===== src/rtl/lbist_seq_ctrl.sv =====
// LBIST sequencer: walks N_SEEDS seeds, runs PATTERNS shift/capture patterns per seed and
// compares the MISR signature against golden values (once at the end or after every seed).
module lbist_seq_ctrl #(
  parameter int unsigned N_SEEDS    = 16,
  parameter int unsigned SEED_AW    = 4,
  parameter int unsigned PATTERNS   = 1024,
  parameter int unsigned SCAN_LEN   = 64,
  parameter int unsigned N_MISR     = 64,
  parameter int unsigned RST_CYCLES = 4,
  parameter int unsigned CMP_MODE   = 1
) (
  input  logic               clk_i,
  input  logic               rst_ni,
  input  logic               test_i,
  input  logic [N_MISR-1:0]  misr_sig_i,
  input  logic [N_MISR-1:0]  golden_sig_i,
  output logic [SEED_AW-1:0] seed_addr_o,
  output logic               lfsr_ld_o,
  output logic               lfsr_en_o,
  output logic               misr_en_o,
  output logic               scan_en_o,
  output logic               dut_rst_no,
  output logic               tpg_rst_no,
  output logic               busy_o,
  output logic               done_o,
  output logic               pass_o,
  output logic               fail_valid_o,
  output logic [SEED_AW-1:0] fail_seed_o
);

  localparam int unsigned PAT_W = $clog2(PATTERNS + 1);
  localparam int unsigned SHF_W = $clog2(SCAN_LEN + 1);
  localparam int unsigned RST_W = $clog2(RST_CYCLES + 1);

  localparam logic [PAT_W-1:0]   PAT_LAST  = PAT_W'(PATTERNS - 1);
  localparam logic [SHF_W-1:0]   SHF_LAST  = SHF_W'(SCAN_LEN - 1);
  localparam logic [RST_W-1:0]   RST_LAST  = RST_W'(RST_CYCLES - 1);
  localparam logic [SEED_AW-1:0] LAST_SEED = SEED_AW'(N_SEEDS - 1);
  localparam bit                 PER_SEED  = (CMP_MODE != 0);

  typedef enum logic [2:0] {
    S_IDLE,
    S_RST,
    S_LOAD,
    S_SHIFT,
    S_CAPTURE,
    S_COMPARE,
    S_CLR,
    S_DONE
  } state_e;

  state_e               state_q, state_d;
  logic [RST_W-1:0]     rst_cnt_q, rst_cnt_d;
  logic [SHF_W-1:0]     shf_cnt_q, shf_cnt_d;
  logic [PAT_W-1:0]     pat_cnt_q, pat_cnt_d;
  logic [SEED_AW-1:0]   seed_q, seed_d;
  logic                 fail_valid_q, fail_valid_d;
  logic [SEED_AW-1:0]   fail_seed_q, fail_seed_d;

  logic lfsr_ld_q, lfsr_ld_d;
  logic lfsr_en_q, lfsr_en_d;
  logic misr_en_q, misr_en_d;
  logic scan_en_q, scan_en_d;
  logic dut_rst_n_q, dut_rst_n_d;
  logic tpg_rst_n_q, tpg_rst_n_d;
  logic busy_q, busy_d;
  logic done_q, done_d;
  logic pass_q, pass_d;

  logic seeds_left;
  logic sig_match;
  logic abort;

  assign seeds_left = (seed_q < LAST_SEED);
  assign sig_match  = (misr_sig_i == golden_sig_i);
  assign abort      = !test_i && (state_q != S_IDLE) && (state_q != S_DONE);

  // Next-state, counters and result tracking
  always_comb begin
    state_d      = state_q;
    rst_cnt_d    = rst_cnt_q;
    shf_cnt_d    = shf_cnt_q;
    pat_cnt_d    = pat_cnt_q;
    seed_d       = seed_q;
    fail_valid_d = fail_valid_q;
    fail_seed_d  = fail_seed_q;

    unique case (state_q)
      S_IDLE: begin
        if (test_i) begin
          state_d      = S_RST;
          rst_cnt_d    = '0;
          seed_d       = '0;
          fail_valid_d = 1'b0;
          fail_seed_d  = '0;
        end
      end
      S_RST: begin
        if (rst_cnt_q == RST_LAST) begin
          state_d = S_LOAD;
          seed_d  = '0;
        end else begin
          rst_cnt_d = rst_cnt_q + RST_W'(1);
        end
      end
      S_LOAD: begin
        state_d   = S_SHIFT;
        pat_cnt_d = '0;
        shf_cnt_d = '0;
      end
      S_SHIFT: begin
        if (shf_cnt_q == SHF_LAST) begin
          state_d = S_CAPTURE;
        end else begin
          shf_cnt_d = shf_cnt_q + SHF_W'(1);
        end
      end
      S_CAPTURE: begin
        if (pat_cnt_q < PAT_LAST) begin
          state_d   = S_SHIFT;
          pat_cnt_d = pat_cnt_q + PAT_W'(1);
          shf_cnt_d = '0;
        end else if (PER_SEED || !seeds_left) begin
          state_d = S_COMPARE;
        end else begin
          state_d = S_LOAD;
          seed_d  = seed_q + SEED_AW'(1);
        end
      end
      S_COMPARE: begin
        // Only the first mismatching seed is recorded
        if (!sig_match && !fail_valid_q) begin
          fail_valid_d = 1'b1;
          fail_seed_d  = seed_q;
        end
        if (PER_SEED && seeds_left) begin
          state_d = S_CLR;
        end else begin
          state_d = S_DONE;
        end
      end
      S_CLR: begin
        state_d = S_LOAD;
        seed_d  = seed_q + SEED_AW'(1);
      end
      S_DONE: begin
        if (!test_i) begin
          state_d = S_IDLE;
        end
      end
      default: begin
        state_d = S_IDLE;
      end
    endcase

    if (abort) begin
      state_d      = S_IDLE;
      rst_cnt_d    = '0;
      shf_cnt_d    = '0;
      pat_cnt_d    = '0;
      seed_d       = '0;
      fail_valid_d = 1'b0;
      fail_seed_d  = '0;
    end
  end

  // Output decode from the upcoming state so every output comes straight from a flop
  always_comb begin
    lfsr_ld_d   = 1'b0;
    lfsr_en_d   = 1'b0;
    misr_en_d   = 1'b0;
    scan_en_d   = 1'b0;
    dut_rst_n_d = 1'b1;
    tpg_rst_n_d = 1'b1;
    busy_d      = 1'b0;
    done_d      = 1'b0;
    pass_d      = 1'b0;

    unique case (state_d)
      S_RST: begin
        dut_rst_n_d = 1'b0;
        tpg_rst_n_d = 1'b0;
        busy_d      = 1'b1;
      end
      S_LOAD: begin
        lfsr_ld_d = 1'b1;
        busy_d    = 1'b1;
      end
      S_SHIFT: begin
        scan_en_d = 1'b1;
        lfsr_en_d = 1'b1;
        misr_en_d = 1'b1;
        busy_d    = 1'b1;
      end
      S_CAPTURE: begin
        lfsr_en_d = 1'b1;
        misr_en_d = 1'b1;
        busy_d    = 1'b1;
      end
      S_COMPARE: begin
        busy_d = 1'b1;
      end
      S_CLR: begin
        tpg_rst_n_d = 1'b0;
        busy_d      = 1'b1;
      end
      S_DONE: begin
        done_d = 1'b1;
        pass_d = !fail_valid_d;
      end
      default: begin
        busy_d = 1'b0;
      end
    endcase
  end

  always_ff @(posedge clk_i or negedge rst_ni) begin
    if (!rst_ni) begin
      state_q      <= S_IDLE;
      rst_cnt_q    <= '0;
      shf_cnt_q    <= '0;
      pat_cnt_q    <= '0;
      seed_q       <= '0;
      fail_valid_q <= 1'b0;
      fail_seed_q  <= '0;
      lfsr_ld_q    <= 1'b0;
      lfsr_en_q    <= 1'b0;
      misr_en_q    <= 1'b0;
      scan_en_q    <= 1'b0;
      dut_rst_n_q  <= 1'b1;
      tpg_rst_n_q  <= 1'b1;
      busy_q       <= 1'b0;
      done_q       <= 1'b0;
      pass_q       <= 1'b0;
    end else begin
      state_q      <= state_d;
      rst_cnt_q    <= rst_cnt_d;
      shf_cnt_q    <= shf_cnt_d;
      pat_cnt_q    <= pat_cnt_d;
      seed_q       <= seed_d;
      fail_valid_q <= fail_valid_d;
      fail_seed_q  <= fail_seed_d;
      lfsr_ld_q    <= lfsr_ld_d;
      lfsr_en_q    <= lfsr_en_d;
      misr_en_q    <= misr_en_d;
      scan_en_q    <= scan_en_d;
      dut_rst_n_q  <= dut_rst_n_d;
      tpg_rst_n_q  <= tpg_rst_n_d;
      busy_q       <= busy_d;
      done_q       <= done_d;
      pass_q       <= pass_d;
    end
  end

  assign seed_addr_o  = seed_q;
  assign lfsr_ld_o    = lfsr_ld_q;
  assign lfsr_en_o    = lfsr_en_q;
  assign misr_en_o    = misr_en_q;
  assign scan_en_o    = scan_en_q;
  assign dut_rst_no   = dut_rst_n_q;
  assign tpg_rst_no   = tpg_rst_n_q;
  assign busy_o       = busy_q;
  assign done_o       = done_q;
  assign pass_o       = pass_q;
  assign fail_valid_o = fail_valid_q;
  assign fail_seed_o  = fail_seed_q;

endmodule


===== config.mk =====
export PLATFORM = sky130hd
export DESIGN_NAME = lbist_seq_ctrl
export DESIGN_NICKNAME = d
export VERILOG_FILES = /design/src/rtl/lbist_seq_ctrl.sv
export SDC_FILE = /design/constraint.sdc
export NUM_CORES = 1
export LEC_CHECK = 0
export ABC_AREA = 1
export CAP_MARGIN = 10
export CORE_ASPECT_RATIO = 0.8
export CORE_MARGIN = 4
export CORE_UTILIZATION = 43
export DETAILED_ROUTE_END_ITERATION = 10
export PLACE_DENSITY = 0.93
export SLEW_MARGIN = 20
export SYNTH_ARGS = -nofsm -noshare
export SYNTH_HDL_FRONTEND = slang
export SYNTH_SLANG_ARGS = --single-unit

===== constraint.sdc =====
create_clock -name clk_i -period 1.8 [get_ports clk_i]
set_input_delay 0.27 -clock clk_i [delete_from_list [all_inputs] [get_ports clk_i]]
set_output_delay 0.27 -clock clk_i [all_outputs]
set_load 0.005 [all_outputs]

# Word level (Yosys, flattened, before mapping)
# Index checks and enable logic that the tools add are counted.
# Widths: inputs -> output; s select.
totals:
  in_bits: 131
  register_bits: 41
  word_cells: 105
  output_inout_bits: 18
op_classes:
  addsub: 4
  n_lt_le_gt_ge: 2
  eq_ne: 24
  reduce_logical: 22
  n_mux: 38
op_table:
  columns: ["operator", "n"]
  rows:
  - ["$eq 64x64->1", 1]
  - ["$mux 3", 9]
  - ["$eq 3x3->1 const B", 8]
  - ["$pmux 3 s8", 1]
  - ["$mux 11", 2]
  - ["$pmux 11 s2", 1]
  - ["$mux 7", 3]
  - ["$ne 3x3->1 const B", 7]
  - ["$pmux 7 s3", 1]
  - ["$mux 4", 5]
  - ["$eq 3x2->1 const B", 5]
  - ["$mux 1", 12]
  - ["$pmux 4 s3", 1]
  - ["$reduce_and 3->1", 4]
  - ["$reduce_bool 3->1", 4]
  - ["$add 11x1->11 const B", 1]
  - ["$lt 11x10->1 const B", 1]
  - ["$pmux 4 s2", 1]
  - ["$reduce_bool 4->1", 2]
  - ["$add 7x1->7 const B", 1]
  - ["$eq 7x6->1 const B", 1]
  - ["$eq 3x1->1 const B", 2]
  - ["$pmux 3 s2", 1]
  - ["$reduce_or 6->1", 1]
  - ["other kinds (9)", 15]

# Logic depth before layout (Yosys ltp)
# Gate-level depths: netlist of the first run.
logic_depth:
  ltp_word: 8
  ltp_mapped: 13
  ltp_nobuf: 13

# Worst setup path before layout of the first run
# No wires, ideal clock.
synth_path:
  kind: "reg-to-reg"
  start: "register state_q[0]"
  end: "register pat_cnt_q[5]"
  arrival_time_ns: 1.501
  stages_incl_launch_ff: 11
  path_slack_ns: 0.180
  path_buffers: 1
  period_less_slack_ns: 1.620
  cell_sequence: "dfrtp_1 -> nor2_2 -> inv_2 -> nor2_8 -> inv_2 -> nor2_2 -> nand2_2 -> o21ai_4 -> buf_6 -> nor2_1 -> o21a_1"
synth_between:
  elab_chain_cells: 5
  elab_cells_between_ends: 11
synth_lines:
  columns: ["item", "line_no", "rtl"]
  rows:
  - ["from (decl)", "52", "state_e state_q, state_d;"]
  - ["from (signal assigned)", "236", "state_q <= state_d;"]
  - ["$reduce_bool 3->1", "76", "assign abort = !test_i && (state_q != S_IDLE) && (state_q != S_DONE);"]
  - ["$logic_and 1x1->1 (2 in series)", "76", null]
  - ["$ne 3x3->1 (no line) or $reduce_bool 3->1 (tied branches)", null, null]
  - ["$reduce_and 2->1 (no line)", null, null]
  - ["to (signal assigned)", "239", "pat_cnt_q <= pat_cnt_d;"]
  - ["to (decl)", "55", "logic [PAT_W-1:0] pat_cnt_q, pat_cnt_d;"]
# Parallel ways exist; a longest one is shown, timed or not.
# A chain may end at the register's enable or synchronous reset.

# Worst setup path after layout of the first run
# Ends and elaborated chain as after synthesis.

==> impl_metrics.tcl, run 1 <==
set metrics [dict create \
    grt_pass1_wl_um 17900 \
    start_util_pct 45.3 \
    synth_area_mm2 0.00343 \
    synth_top_cell_by_area "dfrtp_1" \
    grt_pass1_vias 4090 \
    drive_gt1_share_pct 10.8 \
    maxCapViolCount 0 \
    critical_path.max_stage_delay_ns 0.48 \
    cts_max_path_buffers 2 \
    antenna_left 0 \
    critPathCaptureType "flop" \
    drt-total-wl_um 11400 \
    synth_most_common_cell "nand2_1" \
    core_mm2 0.00757 \
    dp_slack_ns -0.156 \
    power_leakage_uw 0.00289 \
    io_pins 149 \
    yosysTopAreaCellShare_pct 28.5 \
    synth-seq-cells 41 \
    grtUsageTotal_pct 23.4 \
    drv_slew 0 \
    final_area_mm2 0.00544 \
    grt.overflow.total 0 \
    worstPathRequired_ns 1.99 \
    yosys-top-cells-count "nand2_1 (197), inv_1 (124), nor2_1 (103), dfrtp_1 (39), nand3_1 (24)" \
    synth_edf_count 0 \
    root_buffer "clkbuf_8" \
    total_power_uw 3020 \
    grt_max_degree 22 \
    dieArea_mm2 0.00947 \
    critPathSlowestCell "dfrtp_2" \
    seq_area_frac_synth_pct 30.0 \
    crit_type "flop to flop" \
    cts_sinks 41 \
    drt-pass1-iter-count 5 \
    rows 28 \
    numPortBuffers 148 \
    peakVddDrop_v 0.000329 \
    die_w_um 108 \
    place.gp.congestion 0.880 \
    clkTransAtPathRegs_ns 0.08 \
    fin_skew_ns 0.0111 \
    timing.fmax_mhz 573 \
    synth_nets 722 \
    tightest_slew_ns 0.483 \
    dr.first_iter.drc_count 248 \
    vias_per_cell 4.82 \
    async_flop_share_pct 100 \
    status "finished, final reports clean" \
    multi_input_area_mm2 0.00202 \
    path_cells "nor2_2 -> inv_2 -> nor2_8 -> inv_2 -> nor2_2 -> nand2_2 -> o21ai_4 -> buf_12 -> nor2_1 -> o21a_1" \
    finalCritPeriodShare_pct 96.9 \
    fin_ws_ns 0.0550 \
    fin_nets 896 \
    worst-path-max-fanout 10 \
    syn_inst 586 \
    critPathArrivalTime_ns 1.94 \
    post-route-min-period_ns 1.75 \
    rsz0062_at_grt "true" \
    startpoint_type "flop" \
    synth.avg_cell_area_um2 5.85 \
    fillers 586 \
    seqCellArea_mm2 0.00103 \
    insertion_delay_ns 0.30 \
    synth.top_cells.by_area "dfrtp_1 (28%), nand2_1 (22%), inv_1 (14%)" \
    p_per_area_mw_per_mm2 556 \
    hold_class "input pin to async pin" \
    numCtsBuffers 5 \
    wl_per_cell_um 13.2 \
    area_growth_pct 58.6 \
    antenna_found_initial 0 \
    drc_errors 0 \
    synthFlopType "dfrtp_1" \
    maxSlewHeadroom_pct 67.8 \
    n_antenna_cell 0 \
    h-tree-depth 2 \
    yosys.cell_types.count 32 \
    holdWs_ns 0.449 \
    hold_viol_final 0 \
    die_h_um 87.9 \
    post_dp_cell_area_mm2 0.00519 \
    tritoncts "built" \
    dp_hpwl_um 9500 \
    ys_warn_count 0 \
    finalSetupViolCount 0 \
    via_count 4178 \
]
==> metrics by stage <==
step	utilization [%]	std cells	TNS, ns
global placement	68.6	855	-0.468
CTS	70.2	865	0
detailed placement	68.6	855	-2.32
finish	71.8	866	0
global route	71.8	866	-0.702
floorplan	-	586	0
==> flip-flops by register name, indices dropped and copies added (netlist names), 3 cells and up <==
| signal | cells |
|---|---|
| seed_addr_o | 4 |
| fail_seed_o | 4 |
| shf_cnt_q | 7 |
| state_q | 3 |
| pat_cnt_q | 11 |
| rst_cnt_q | 3 |
==> worst paths after layout <==
check / depth (start not counted) / from / slack [ns] / end
hold / removal: 2 / rst_ni / 0.45 / shf_cnt_q[4]
max in group asynchronous: 3 / rst_ni / 0.86 / seed_addr_o[3]
setup / recovery: 10 / state_q[0] / 0.05 / pat_cnt_q[5]
setup reg to reg: 10 / state_q[0] / 0.05 / pat_cnt_q[5]
hold reg to reg: 2 / rst_cnt_q[2] / 0.50 / rst_cnt_q[2]
min in group clk_i: 2 / rst_cnt_q[2] / 0.50 / rst_cnt_q[2]
==> layout by cell type (no fill, tap or decap), types with 8 or more instances in the layout <==
cell type and instances:
nand2_1 191, clkdlybuf4s50_1 147, inv_1 122, nor2_1 97
dfrtp_1 37, nand3_1 18, buf_4 17, o21ai_0 15
xor2_1 13, nor3_1 12, nand2_2 9, nor2_2 8
inv_2 8
==> area by class of cell <==
type,count,share of cell area (%)
inverters,130,8.98
well taps,105,2.42
flip-flops and latches,41,19.0
repair buffers,169,30.8
multi-input cells,413,37.1
clock buffers,6,1.52
clock inverters,2,0.253
==> per-layer routing <==
layer  global-route usage (%)  part of all wire [%]  vias to the layer above
met4                     9.06                   3.7                        0
met5                        0                     0                        -
li1                         -                     -                     2097
met3                     4.72                   6.9                       44
met2                     44.6                    50                      180
met1                     25.7                    39                     1857
==> critical path: cells and delay by family, from the launching register on <==
kind                   cells  cell delay, ns
AND/OR/NAND/NOR            5            0.57
buffers and inverters      3            0.30
flip-flops                 1            0.48
AO/OA/AOI/OAI              2            0.28
==> repair_timing <==
action,CTS,global route
endpoints found under the hold margin,18,0
gates resized for setup,5,30
buffers inserted,1,1
gates cloned,0,0
setup endpoints to repair,9,31
hold buffers,1,0
pin swaps,0,7
==> cell families after synthesis <==
| group | count (synthesis) | synth area share [%] |
|---|---|---|
| xor+xnor | 13 | 3.32 |
| buf+inv | 132 | 14.8 |
| flops | 41 | 30.0 |
| fa+ha+maj | 5 | 1.83 |
| simple gates | 356 | 43.0 |
| compound gates | 39 | 7.05 |
==> where the power goes <==
part	internal, µW	switching [µW]	total [µW]
Clock	311	329	640
Combinational	653	685	1340
Sequential	990	52.5	1040
Total	1950	1070	3020
(Power assumes the default switching activity.)
==> run 2: changes to the inputs <==
CAP_MARGIN = not set   (was 10)
==> results of run 2 <==
Final layout, timing and power as in run 1 (identical DEF).
==> RTL edit (settings of run 1) <==
`PATTERNS`: 1024 -> 512.
--- a/src/rtl/lbist_seq_ctrl.sv
+++ b/src/rtl/lbist_seq_ctrl.sv
@@ -3,7 +3,7 @@
 module lbist_seq_ctrl #(
   parameter int unsigned N_SEEDS    = 16,
   parameter int unsigned SEED_AW    = 4,
-  parameter int unsigned PATTERNS   = 1024,
+  parameter int unsigned PATTERNS   = 512,
   parameter int unsigned SCAN_LEN   = 64,
   parameter int unsigned N_MISR     = 64,
   parameter int unsigned RST_CYCLES = 4,
Formal check against the unedited RTL: no difference found for any inputs over 10 cycles, from zero or initial values and one cycle with rst_ni low; that may be too few to reach the edited logic, so the function may still have changed.
==> RTL edit against run 1 <==
The flow now finishes with violations (setup timing); largest power group unchanged; power up 15%; wire length rose by 2.6%; sequential power grew 6%; area after synthesis decreased by 1.3%; hold slack better by 4.9 ps; sequential cell count fell by 1; critical path depth down 1; design area rose by 2.5%; worst setup slack worse by 100 ps; synthesized cell count is 0.34% higher; first-iteration DRC count increased by 30%.
==> RTL edit: results (changes against run 1) <==
[critical_path]
worstPathArrival_ps = 2030  ; +90 ps
crit_path_end = shf_cnt_q[0]$_DFFE_PN0P_
rr_worst_depth = 9  ; -1
cp_max_fo = 8  ; -2
slowest_delay_ps = 460  ; -20 ps
crit_start = state_q[0]$_DFF_PN0_
cp_slowest_cell = dfrtp_2

[sta]
finalSetupViolations = 9  ; +9
fin_skew_ps = 8.63  ; -2.47 ps
setup_slack_ps = -44.6  ; -99.6 ps
slew-limit-headroom = 0.697  ; +0.0190

[grt]
track_usage = 0.234  ; about the same
grt_first_pass_wirelength_um = 17700  ; -1.0%
first_global_vias = 3994  ; -2.3%
grt_max_degree = 41  ; +86%

[clock_network]
path_clk_slew_ps = 80  ; about the same
numCtsBuffers = 5  ; unchanged
cts_root_buf = clkbuf_8

[placed_design]
placedInstanceArea_um2 = 5210  ; +0.46%
portBuffers = 148  ; unchanged
place.gp.congestion = 0.885  ; +0.51%
hpwlAfterDp_um = 9030  ; -5.0%
dp_slack_ps = -149  ; +7.24 ps

[final_layout]
drive_above_1_share = 0.121  ; +0.0131
antenna_cells = 0  ; unchanged
nNetsFinal = 921  ; +2.8%
reg_top3 = pat_cnt_q x10, shf_cnt_q x7

[detailed_routing]
drt_iter0_drc = 322  ; +30%
vias = 4275  ; +2.3%
wl_per_cell_um = 13.1  ; -0.25%
dr.pass1.iters = 5  ; unchanged

[power]
ir_drop_uv = 398  ; +21%
leakage_uw = 0.00296  ; +2.6%
intPower_uw = 2220  ; +14%

[run_status]
violations = setup timing
status = complete, but fails checks

[yosys]
synth-seq-area-share = 0.297  ; -0.00340
yosys_warnings = 0  ; unchanged
synth_area_leaders = dfrtp_1 (28%), nand2_1 (22%), inv_1 (14%)
synth_fp_nets = 724  ; +0.28%
ys_types = 34  ; +6.3%
synthTopCellsByCount = nand2_1 (200), inv_1 (130), nor2_1 (109), dfrtp_1 (38), nand3_1 (20)

[die]
die-area_um2 = 9360  ; -1.2%

[min_path]
hold_class = input port to async pin

[RTL edit: cell count changes after synthesis, moves of 3 or more]
| cell | change |
|---|---|
| o211ai_1 | +3 |
| inv_2 | -4 |
| nor2_1 | +6 |
| nand3_1 | -4 |
| nor3_1 | -4 |
| inv_1 | +6 |
| nand2_1 | +3 |
[RTL edit: power by group through the flow]
stage          logic, µW  registers (µW)  clock network (µW)
6_report            1740            1100                 632
5_1_grt             1890            1120                 674
4_1_cts             1540            1090                 632
3_5_place_dp        1470            1110                   0
3_3_place_gp        1410            1100                   0
2_1_floorplan        693            1100                   0
[RTL edit: kinds of logic (layout without fill, tap and decap cells)]
kind of cell    after synthesis  in the layout  share of synthesized area
buf+inv                     135            332                      0.153
simple gates                353            354                      0.421
fa+ha+maj                     5              5                     0.0185
xor+xnor                     16             16                     0.0414
compound gates               39             39                     0.0688
flops                        40             40                      0.297
[RTL edit: through the flow]
step | hold slack [ps] | cells | TNS, ps
final | 454 | 891 | -176
after global routing | 486 | 891 | -1950
after CTS | 472 | 886 | 0
after detailed placement | 255 | 869 | -2390
after global placement | 250 | 869 | -2010
after floorplan | -25.6 | 588 | 0
[RTL edit: worst reg2reg max path, delay by kind of cell (launching register included)]
family / cells / cell delay [ps]
AOI/OAI and AO/OA: 1 / 80
DFF: 1 / 460
buffers and inverters: 2 / 300
and+or+nand+nor: 6 / 880
[RTL edit: worst min-delay path by stage]
stage | startpoint | to | slack [ps] | depth (start not counted)
detailed placement | rst_ni | scan_en_o$_DFF_PN0_ | 250 | 2
global route | rst_ni | scan_en_o$_DFF_PN0_ | 490 | 3
floorplan | rst_ni | busy_o$_DFF_PN0_ | -30 | 0
global placement | rst_ni | shf_cnt_q[5]$_DFFE_PN0P_ | 250 | 2
CTS | rst_ni | scan_en_o$_DFF_PN0_ | 470 | 3
finish | rst_ni | scan_en_o$_DFF_PN0_ | 450 | 3
[RTL edit: area by class of cell]
| type | instances | area (µm²) |
|---|---|---|
| Sequential cell | 40 | 1010 |
| Tap cell | 105 | 131 |
| Multi-Input combinational cell | 414 | 1990 |
| Fill cell | 585 | 1960 |
| Inverter | 132 | 499 |
| Clock buffer | 8 | 90.1 |
| Timing Repair Buffer | 192 | 1850 |
[RTL edit: routing by layer]
metal  vias to the layer above  routed length, µm  part of all wire  track usage
met5                         -                  0                 0            0
met4                         0                367             0.031       0.0859
met3                        38                943             0.081       0.0415
met2                       197               5800              0.50        0.430
met1                      1896               4580              0.39        0.274
li1                       2144                  -                 -            -
[RTL edit: timing repair]
| action | CTS | global route |
|---|---|---|
| hold buffers | 1 | 0 |
| hold endpoints to repair | 38 | 0 |
| gates cloned | 0 | 1 |
| resized for setup | 8 | 41 |
| endpoints found under the setup margin | 10 | 35 |
| buffers inserted | 8 | 4 |
| pin swaps | 5 | 3 |
